### config.mk
export PLATFORM = sky130hd
export DESIGN_NAME = mem_access_unit
export DESIGN_NICKNAME = d
export VERILOG_FILES = /design/src/rtl/mem_access_unit.sv
export SDC_FILE = /design/constraint.sdc
export NUM_CORES = 1
export LEC_CHECK = 0
export ABC_CLOCK_PERIOD_IN_PS = 3300
export BUFFER_PORTS_ARGS = -buffer_cell sky130_fd_sc_hd__buf_2
export CORE_ASPECT_RATIO = 1.1
export CORE_MARGIN = 2
export CORE_UTILIZATION = 48
export CTS_CLUSTER_DIAMETER = 40
export CTS_CLUSTER_SIZE = 30
export DETAILED_ROUTE_END_ITERATION = 8
export PLACE_DENSITY = 0.85
export SYNTH_ARGS = -nofsm -noshare
export SYNTH_HDL_FRONTEND = slang
export SYNTH_SLANG_ARGS = --single-unit
### constraint.sdc
create_clock -name clock -period 3.3 [get_ports clock]
set_clock_uncertainty 0.05 [all_clocks]
set_input_delay 0.66 -clock clock [delete_from_list [all_inputs] [get_ports clock]]
set_output_delay 0.66 -clock clock [all_outputs]
set_load 0.005 [all_outputs]
### src/rtl/mem_access_unit.sv
// MEM-stage controller: runs loads and stores on a req/ack data bus, stalls the
// upstream pipeline while an access is outstanding, and flags misalignment and timeouts.
module mem_access_unit #(
    parameter int ADDR_W  = 32,
    parameter int DATA_W  = 32,
    parameter int TIMEOUT = 16,
    parameter int CNT_W   = 5
) (
    input  logic              clock,
    input  logic              reset,
    input  logic              RegWrite_in,
    input  logic              MemtoReg_in,
    input  logic              MemRead_in,
    input  logic              MemWrite_in,
    input  logic [ADDR_W-1:0] ALU_result_in,
    input  logic [DATA_W-1:0] store_data_in,
    input  logic [4:0]        Dest_Reg_Addr_in,
    output logic              RegWrite_out,
    output logic              MemtoReg_out,
    output logic [ADDR_W-1:0] ALU_result_out,
    output logic [DATA_W-1:0] read_data_out,
    output logic [4:0]        Dest_Reg_Addr_out,
    output logic              stall,
    output logic              mem_err,
    output logic              mem_req,
    output logic              mem_we,
    output logic [ADDR_W-1:0] mem_addr,
    output logic [DATA_W-1:0] mem_wdata,
    input  logic [DATA_W-1:0] mem_rdata,
    input  logic              mem_ack
);

    typedef enum logic [1:0] {
        IDLE   = 2'd0,
        ACCESS = 2'd1,
        DONE   = 2'd2
    } state_t;

    localparam logic [CNT_W-1:0] LAST_COUNT = CNT_W'(TIMEOUT - 1);

    state_t            state;
    state_t            next_state;
    logic [CNT_W-1:0]  count;
    logic [DATA_W-1:0] rdata_q;
    logic              err_q;

    logic mem_op;
    logic misaligned;
    logic start;
    logic expired;

    assign MemtoReg_out      = MemtoReg_in;
    assign ALU_result_out    = ALU_result_in;
    assign Dest_Reg_Addr_out = Dest_Reg_Addr_in;

    always_comb begin
        mem_op     = MemRead_in | MemWrite_in;
        misaligned = mem_op & (ALU_result_in[1:0] != 2'b00);
        start      = (state == IDLE) & mem_op & ~misaligned;
        expired    = (count == LAST_COUNT);
    end

    always_ff @(posedge clock) begin
        if (reset) begin
            state <= IDLE;
        end else begin
            state <= next_state;
        end
    end

    always_comb begin
        next_state = state;
        case (state)
            IDLE: begin
                if (start) begin
                    next_state = ACCESS;
                end
            end
            ACCESS: begin
                if (mem_ack || expired) begin
                    next_state = DONE;
                end
            end
            DONE: begin
                next_state = IDLE;
            end
            default: begin
                next_state = IDLE;
            end
        endcase
    end

    // Bus request and address/data are captured once at launch and held until the
    // access resolves, so the bus sees stable values for the whole handshake.
    always_ff @(posedge clock) begin
        if (reset) begin
            mem_req   <= 1'b0;
            mem_we    <= 1'b0;
            mem_addr  <= '0;
            mem_wdata <= '0;
            count     <= '0;
            rdata_q   <= '0;
            err_q     <= 1'b0;
        end else begin
            case (state)
                IDLE: begin
                    if (start) begin
                        mem_req   <= 1'b1;
                        mem_we    <= MemWrite_in;
                        mem_addr  <= ALU_result_in;
                        mem_wdata <= store_data_in;
                        count     <= '0;
                    end
                end
                ACCESS: begin
                    if (mem_ack) begin
                        mem_req <= 1'b0;
                        rdata_q <= mem_we ? '0 : mem_rdata;
                    end else if (expired) begin
                        mem_req <= 1'b0;
                        rdata_q <= '0;
                        err_q   <= 1'b1;
                    end else begin
                        count <= count + CNT_W'(1);
                    end
                end
                DONE: begin
                    err_q <= 1'b0;
                end
                default: begin
                    err_q <= 1'b0;
                end
            endcase
        end
    end

    // A launching access sends a bubble to MEM/WB; the real writeback happens in DONE.
    always_comb begin
        stall         = 1'b0;
        RegWrite_out  = 1'b0;
        read_data_out = '0;
        mem_err       = 1'b0;
        if (!reset) begin
            case (state)
                IDLE: begin
                    stall        = start;
                    mem_err      = misaligned;
                    RegWrite_out = RegWrite_in & ~mem_op;
                end
                ACCESS: begin
                    stall = 1'b1;
                end
                DONE: begin
                    read_data_out = rdata_q;
                    RegWrite_out  = RegWrite_in & ~err_q;
                    mem_err       = err_q;
                end
                default: begin
                    stall = 1'b0;
                end
            endcase
        end
    end

endmodule

==> implementation parameters, run 1 <==
Parameter                              Value

Outcome
  Outcome ... finished clean

Synth
  Commonest register cell after synthesis ... sky130_fd_sc_hd__dfxtp_1
  Synthesis Warnings ... 0
  Number of enable flip-flop cells after synthesis ... 0
  Number of cells produced by synthesis ... 536
  Synth area leaders ... sky130_fd_sc_hd__dfxtp_1 46%, sky130_fd_sc_hd__a21oi_1 7.5%, sky130_fd_sc_hd__nand3_1 6.9%
  Syn_nets ... 646
  Post-synth ARST share ... 0%
  Area of the mapped netlist ... 0.00457 mm2
  Most used standard cells in the synthesized netlist ... 106 x sky130_fd_sc_hd__dfxtp_1, 68 x sky130_fd_sc_hd__a21oi_1, 63 x sky130_fd_sc_hd__nand3_1
  Unique masters post-synth ... 32
  Top cell type by total area after synthesis ... sky130_fd_sc_hd__dfxtp_1
  Register bit total from synthesis ... 106
  Synthesized area per cell ... 8.52 um2
  Sequential-to-total area share from yosys stat ... 46.5%
  Top cell type's share of synthesized area ... 46.5%
  Leading cell type by number of instances after synthesis ... sky130_fd_sc_hd__dfxtp_1

Power and ir drop
  Leak pwr ... 2.43 nW
  Part of the power in registers ... 56.2%
  Pwr/cell area ... 429 mW/mm2
  Clock Power Share ... 30.7%
  Reported net switching power ... 0.644 mW
  Internal power summed over all cells ... 1.76 mW
  Sw frac ... 26.8%
  Maximum ir drop on the vdd rail ... 0.000232 V
  Combinational cell fraction of total power ... 13.1%

Setup path
  Critical-path cell with the highest stage delay ... sky130_fd_sc_hd__dfxtp_1
  Crit-path max cell delay ... 650 ps
  Type of the setup path with the least slack ... reg -> out
  Reg2Reg Depth ... 3
  CP endpoint kind ... output pin
  Setup crit start kind ... flip-flop
  Critical Path Fanout Max ... 11
  Family of cells with the greatest summed delay on the critical path ... flip-flops
  Critical Path RT ... 2590 ps
  Crit path DAT ... 1720 ps
  Reg-to-reg endpoint ... count[2]$_SDFFE_PP0P_
  Cell chain of the critical path ... nor2b_1, a21oi_1, nor2_1, buf_2
  Critical path buffer and inverter count ... 1
  Setup slack, reg-to-reg ... 1170 ps
  Crit Reg-Reg Startpoint ... state[1]$_SDFFE_PP0P_

Global route
  Vias in the first global route ... 4028
  Global-route wire length before repair ... 19.2 mm
  Overall track demand over capacity in global routing ... 22.3%
  Total congestion overflow ... 0
  Initial antenna violation count ... 1
  Pin count of the biggest net entering global routing ... 82

Min path
  Worst min-delay path category ... reg -> reg
  Hold worst-path end ... rdata_q[2]$_SDFFE_PP0P_
  Cell depth of the worst min-delay path ... 2
  Beginning of the worst hold path ... rdata_q[2]$_SDFFE_PP0P_

Layout
  Count of nets after finishing ... 809
  Synth-to-Final Area Change ... 22.7%
  Share of post-route cells with drive strength above 1 ... 37.5%

Timing
  Smallest hold slack ... 429 ps
  Slew Limit Headroom ... 52.4%
  Final-report setup violation count ... 0
  Endpoints failing hold ... 0
  Crit path time final ... 2430 ps
  Fin. max-slew vios ... 0
  Final cycle utilization of the critical path ... 73.7%
  Total negative setup slack ... 0 ps
  Pin slew with the least headroom to its limit ... 714 ps
  Maximum operating frequency ... 411 MHz
  Setup repair after global routing missed its margin ... no

Route
  Detail-routed via count per cell ... 5.38
  Routed wire length ... 12.1 mm
  Count of antenna-violating nets left after detailed routing ... 0
  Number of vias after detailed routing ... 4419
  DRC errors left ... 0
  DR WL/cell ... 14.7 um
  Number of DRC violations after detailed-routing iteration 0 ... 276
  Detailed-routing iteration count for the pre-antenna-repair pass ... 5

Placement
  Final RePlAce weighted congestion ... 0.794
  Detailed-placement wirelength estimate ... 8.38 mm
  Port Buffer Count ... 234

Clock tree
  Total clock buffers created by CTS ... 9
  Quantity of hold-fixing buffers added after cts ... 0
  CTS-repair resized insts ... 0
  Clock Latency Late Sink ... 350 ps
  TritonCTS clock tree ... yes
  Post-CTS setup buffers ... 0
  Clk pin slew, worst setup/hold paths ... 90 ps
  Max Buffers Root-to-Sink ... 2
  Number of H-tree levels ... 3
  Root buffer cell ... sky130_fd_sc_hd__clkbuf_8
  Sinks on Clock Net ... 106

Floorplan
  Number of I/O pins ... 247
  Die width ... 97.0 um
  Starting utilization of the core area ... 49.1%
  Area of the die ... 0.0103 mm2
  Die boundary height ... 106 um
  Standard-cell row count ... 37
  Core box area ... 0.00931 mm2

Job
  Count of maximum capacitance violations ... 0
logic make-up (layout without fill, tap and decap cells):
| kind of cell | count (synthesis) | count (layout) | synth area share, % |
|---|---|---|---|
| and+or+nand+nor | 158 | 158 | 18.0 |
| muxes | 1 | 1 | 0.219 |
| buffers and inverters | 93 | 261 | 12.3 |
| other | 0 | 1 | 0 |
| adders and majority gates | 2 | 2 | 0.548 |
| DFF | 106 | 106 | 46.5 |
| AOI/OAI and AO/OA | 176 | 176 | 22.5 |
layout make-up:
| cell class | count | area (um2) |
|---|---|---|
| Multi-Input combinational cell | 337 | 1910 |
| Clock buffer | 11 | 141 |
| Antenna cell | 1 | 2.50 |
| Timing Repair Buffer | 241 | 1230 |
| Inverter | 4 | 15.0 |
| Fill cell | 850 | 3700 |
| Clock inverter | 5 | 38.8 |
| Tap cell | 117 | 146 |
| Sequential cell | 106 | 2120 |
power groups by stage:
stage	Clock [mW]	Combinational, mW	Sequential [mW]
2_1_floorplan	0	0.201	1.38
3_3_place_gp	0	0.308	1.38
3_5_place_dp	0	0.316	1.38
4_1_cts	0.757	0.317	1.35
5_1_grt	0.812	0.347	1.36
6_report	0.738	0.316	1.35
cells in the final DEF, fill, tap and decap left out, types with 4 or more instances in the layout:
cell type                    count
sky130_fd_sc_hd__o21ai_1        51
sky130_fd_sc_hd__o21ai_0        15
sky130_fd_sc_hd__o2bb2ai_1      32
sky130_fd_sc_hd__dfxtp_1       106
sky130_fd_sc_hd__nor2_1         39
sky130_fd_sc_hd__inv_1           4
sky130_fd_sc_hd__clkbuf_8       10
sky130_fd_sc_hd__nand2_1         4
sky130_fd_sc_hd__clkinvlp_4      4
sky130_fd_sc_hd__nor3_1          4
sky130_fd_sc_hd__a21oi_1        68
sky130_fd_sc_hd__nand3_1        63
sky130_fd_sc_hd__buf_2         233
sky130_fd_sc_hd__buf_4           8
sky130_fd_sc_hd__nand2b_1       34
per-layer routing:
metal | global-route usage, % | vias to the layer above | part of all wire (%)
met4 | 8.15 | 0 | 1.5
li1 | - | 2169 | -
met3 | 4.73 | 17 | 7.6
met2 | 38.1 | 199 | 50
met5 | 0 | - | 0
met1 | 27.8 | 2034 | 41
flip-flops by register name, indices dropped and copies added, names as in the netlist:
signal and cells:
rdata_q 32, count 5, mem_req 1, mem_addr 32, err_q 1, mem_we 1, state 2, mem_wdata 32
worst min-delay path, cell delays in order, from the launching register on:
cell and delay [ps]:
sky130_fd_sc_hd__dfxtp_1 310, sky130_fd_sc_hd__nand2b_1 80, sky130_fd_sc_hd__o2bb2ai_1 60
through the flow:
| step | setup WS (ps) | cell area (um2) | util (%) | std cells | total power, mW |
|---|---|---|---|---|---|
| 3_5_place_dp | 851 | 5420 | 58.3 | 805 | 1.70 |
| 3_3_place_gp | 928 | 5420 | 58.3 | 805 | 1.69 |
| 4_1_cts | 856 | 5600 | 60.2 | 821 | 2.42 |
| 5_1_grt | 755 | 5600 | 60.2 | 822 | 2.52 |
| 6_report | 868 | 5600 | 60.2 | 822 | 2.40 |
| 2_1_floorplan | 1120 | 4570 | - | 536 | 1.58 |
worst max path at each step:
| stage | from | cells after the start | end |
|---|---|---|---|
| after detailed placement | ALU_result_in[0] | 4 | count[2]$_SDFFE_PP0P_ |
| after floorplan | reset | 4 | mem_err |
| after global placement | MemWrite_in | 5 | stall |
| after global routing | state[1]$_SDFFE_PP0P_ | 4 | stall |
| final | state[1]$_SDFFE_PP0P_ | 4 | stall |
| after CTS | state[1]$_SDFFE_PP0P_ | 4 | stall |
Power figures use the tool's default switching activity.
==> run 2, diff against run 1 <==
ABC_CLOCK_PERIOD_IN_PS = 2300   (was 3300)
CORE_UTILIZATION = 45   (was 48)
PLACE_DENSITY = 0.8   (was 0.85)
clock period = 2.3 ns   (was 3.3 ns; I/O delays follow)
==> run 2 against run 1 <==
  * Power rose by 44%
  * First-iteration DRC count down 20%
  * Clock-buffer cell count unchanged
  * Die area increased by 6.4%
  * Register-to-register slack worse by 950 ps
  * Utilization is 3.0 points lower
  * Largest power group unchanged
  * Critical path depth unchanged
  * Worst setup slack worse by 720 ps
  * Highest routed layer unchanged
  * Design area grew 0.96%
  * Sequential cell count unchanged
  * Non-clock buffer count increased by 2
  * Via count up 0.84%
==> implementation parameters, run 2 (synthesized netlist as in run 1, its figures left out) <==
Parameter                              Value

Outcome
  Outcome ... finished clean

Power and ir drop
  Leak pwr ... 2.46 nW
  Sw frac ... 26.3%
  Internal power summed over all cells ... 2.55 mW
  Pwr/cell area ... 612 mW/mm2
  Reported net switching power ... 0.911 mW
  Combinational cell fraction of total power ... 13.5%
  Clock Power Share ... 30.6%
  Final total power ... 3.47 mW
  Maximum ir drop on the vdd rail ... 0.000343 V
  Part of the power in registers ... 56.0%

Setup path
  Critical Path RT ... 1790 ps
  Reg2Reg Depth ... 6
  Worst setup path end ... read_data_out[1]
  Critical-path cell with the highest stage delay ... sky130_fd_sc_hd__dfxtp_1
  CP endpoint kind ... output pin
  Critical Path Fanout Max ... 32
  Crit. path cell count ... 4
  Critical path buffer and inverter count ... 2
  Crit path DAT ... 1640 ps
  Reg-to-reg endpoint ... count[3]$_SDFFE_PP0P_
  Crit Reg-Reg Startpoint ... count[0]$_SDFFE_PP0P_
  Setup crit start kind ... flip-flop
  Family of cells with the greatest summed delay on the critical path ... flip-flops
  Crit-path max cell delay ... 550 ps
  Cell chain of the critical path ... nand2b_1, buf_4, nor2_1, buf_2
  Setup slack, reg-to-reg ... 220 ps
  Origin of the worst setup path ... state[0]$_SDFFE_PP0P_
  Type of the setup path with the least slack ... reg -> out

Floorplan
  Standard-cell row count ... 38
  Area of the die ... 0.0110 mm2
  Die width ... 100 um
  Starting utilization of the core area ... 46.2%
  Core box area ... 0.00989 mm2
  Number of I/O pins ... 247
  Die boundary height ... 110 um

Placement
  Total cell area at the placement stage ... 0.00548 mm2
  Placed cell count ... 810
  Worst slack, placed ... 246 ps
  Detailed-placement wirelength estimate ... 8.58 mm
  Final RePlAce weighted congestion ... 0.832
  Port Buffer Count ... 234

Timing
  Endpoints failing hold ... 0
  Smallest hold slack ... 240 ps
  Setup repair after global routing missed its margin ... no
  Pin slew with the least headroom to its limit ... 519 ps
  Final-report setup violation count ... 0
  Final cycle utilization of the critical path ... 93.6%
  Fin. max-slew vios ... 0
  Worst Setup Slack, final ... 147 ps
  Maximum operating frequency ... 464 MHz
  Total negative setup slack ... 0 ps
  Crit path time final ... 2150 ps
  Slew Limit Headroom ... 65.4%

Clock tree
  Sinks on Clock Net ... 106
  CTS-repair resized insts ... 0
  Quantity of hold-fixing buffers added after cts ... 0
  Max Buffers Root-to-Sink ... 2
  TritonCTS clock tree ... yes
  Total clock buffers created by CTS ... 9
  Clock Latency Late Sink ... 360 ps
  Clk pin slew, worst setup/hold paths ... 100 ps
  Number of H-tree levels ... 3
  Root buffer cell ... sky130_fd_sc_hd__clkbuf_8
  Post-CTS setup buffers ... 0

Layout
  Share of post-route cells with drive strength above 1 ... 37.9%
  Count of nets after finishing ... 811
  Regs by FF count ... mem_addr x32, mem_wdata x32, rdata_q x32
  Most frequent cells in the layout ... 233 x sky130_fd_sc_hd__buf_2, 105 x sky130_fd_sc_hd__dfxtp_1, 68 x sky130_fd_sc_hd__a21oi_1
  Number of antenna cells inserted ... 0
  Final non-filler cell total ... 825
  Most common cell after layout, fill and taps aside ... sky130_fd_sc_hd__buf_2
  Final instance area ... 0.00566 mm2
  Final Core Density ... 57.2%
  Synth-to-Final Area Change ... 23.9%

Global route
  Total congestion overflow ... 0
  Overall track demand over capacity in global routing ... 21.6%
  Global-route wire length before repair ... 19.0 mm
  Initial antenna violation count ... 0
  Pin count of the biggest net entering global routing ... 66
  Vias in the first global route ... 4105

Route
  Routed wire length ... 12.4 mm
  DRC errors left ... 0
  Detailed-routing iteration count for the pre-antenna-repair pass ... 5
  Count of antenna-violating nets left after detailed routing ... 0
  Detail-routed via count per cell ... 5.40
  Number of DRC violations after detailed-routing iteration 0 ... 222
  DR WL/cell ... 15.1 um
  Number of vias after detailed routing ... 4456

Min path
  Worst min-delay path category ... in -> reg

Job
  Count of maximum capacitance violations ... 0
run 2: worst reg2reg max path: stages (launching register included):
cell	delay (ps)
sky130_fd_sc_hd__dfxtp_1	350
sky130_fd_sc_hd__ha_1	230
sky130_fd_sc_hd__and3_1	190
sky130_fd_sc_hd__ha_1	230
sky130_fd_sc_hd__or2_2	330
sky130_fd_sc_hd__or4_1	480
sky130_fd_sc_hd__a31oi_1	160
run 2: power groups by stage:
stage,Combinational (mW),Clock [mW],Sequential (mW)
after floorplan,0.288,0,1.98
after global placement,0.454,0,1.98
after detailed placement,0.467,0,1.98
after CTS,0.468,1.09,1.94
after global routing,0.516,1.18,1.95
final,0.466,1.06,1.94
run 2: worst min path at each step:
stage | startpoint | to | slack [ps] | depth (start not counted)
floorplan | rdata_q[15]$_SDFFE_PP0P_ | rdata_q[15]$_SDFFE_PP0P_ | 400 | 2
global placement | mem_addr[29]$_SDFFE_PP0P_ | mem_addr[29]$_SDFFE_PP0P_ | 410 | 2
detailed placement | mem_addr[28]$_SDFFE_PP0P_ | mem_addr[28]$_SDFFE_PP0P_ | 420 | 2
CTS | mem_rdata[3] | rdata_q[3]$_SDFFE_PP0P_ | 220 | 2
global route | mem_rdata[23] | rdata_q[23]$_SDFFE_PP0P_ | 220 | 2
finish | mem_rdata[3] | rdata_q[3]$_SDFFE_PP0P_ | 240 | 2
run 2: routing by layer:
| metal | wire, um | vias to the layer above | GRT usage, % |
|---|---|---|---|
| li1 | - | 2173 | - |
| met4 | 250 | 0 | 8.41 |
| met1 | 5110 | 2042 | 24.9 |
| met2 | 6090 | 216 | 38.2 |
| met3 | 981 | 25 | 5.98 |
| met5 | 0 | - | 0 |
run 2: layout make-up:
class	instances	area, um2
sequential	106	2120
fill	880	4230
multi-input combinational	337	1910
inverter	4	15.0
clock buffer	11	151
clock inverter	4	27.5
timing repair buffer	243	1280
tap	120	150
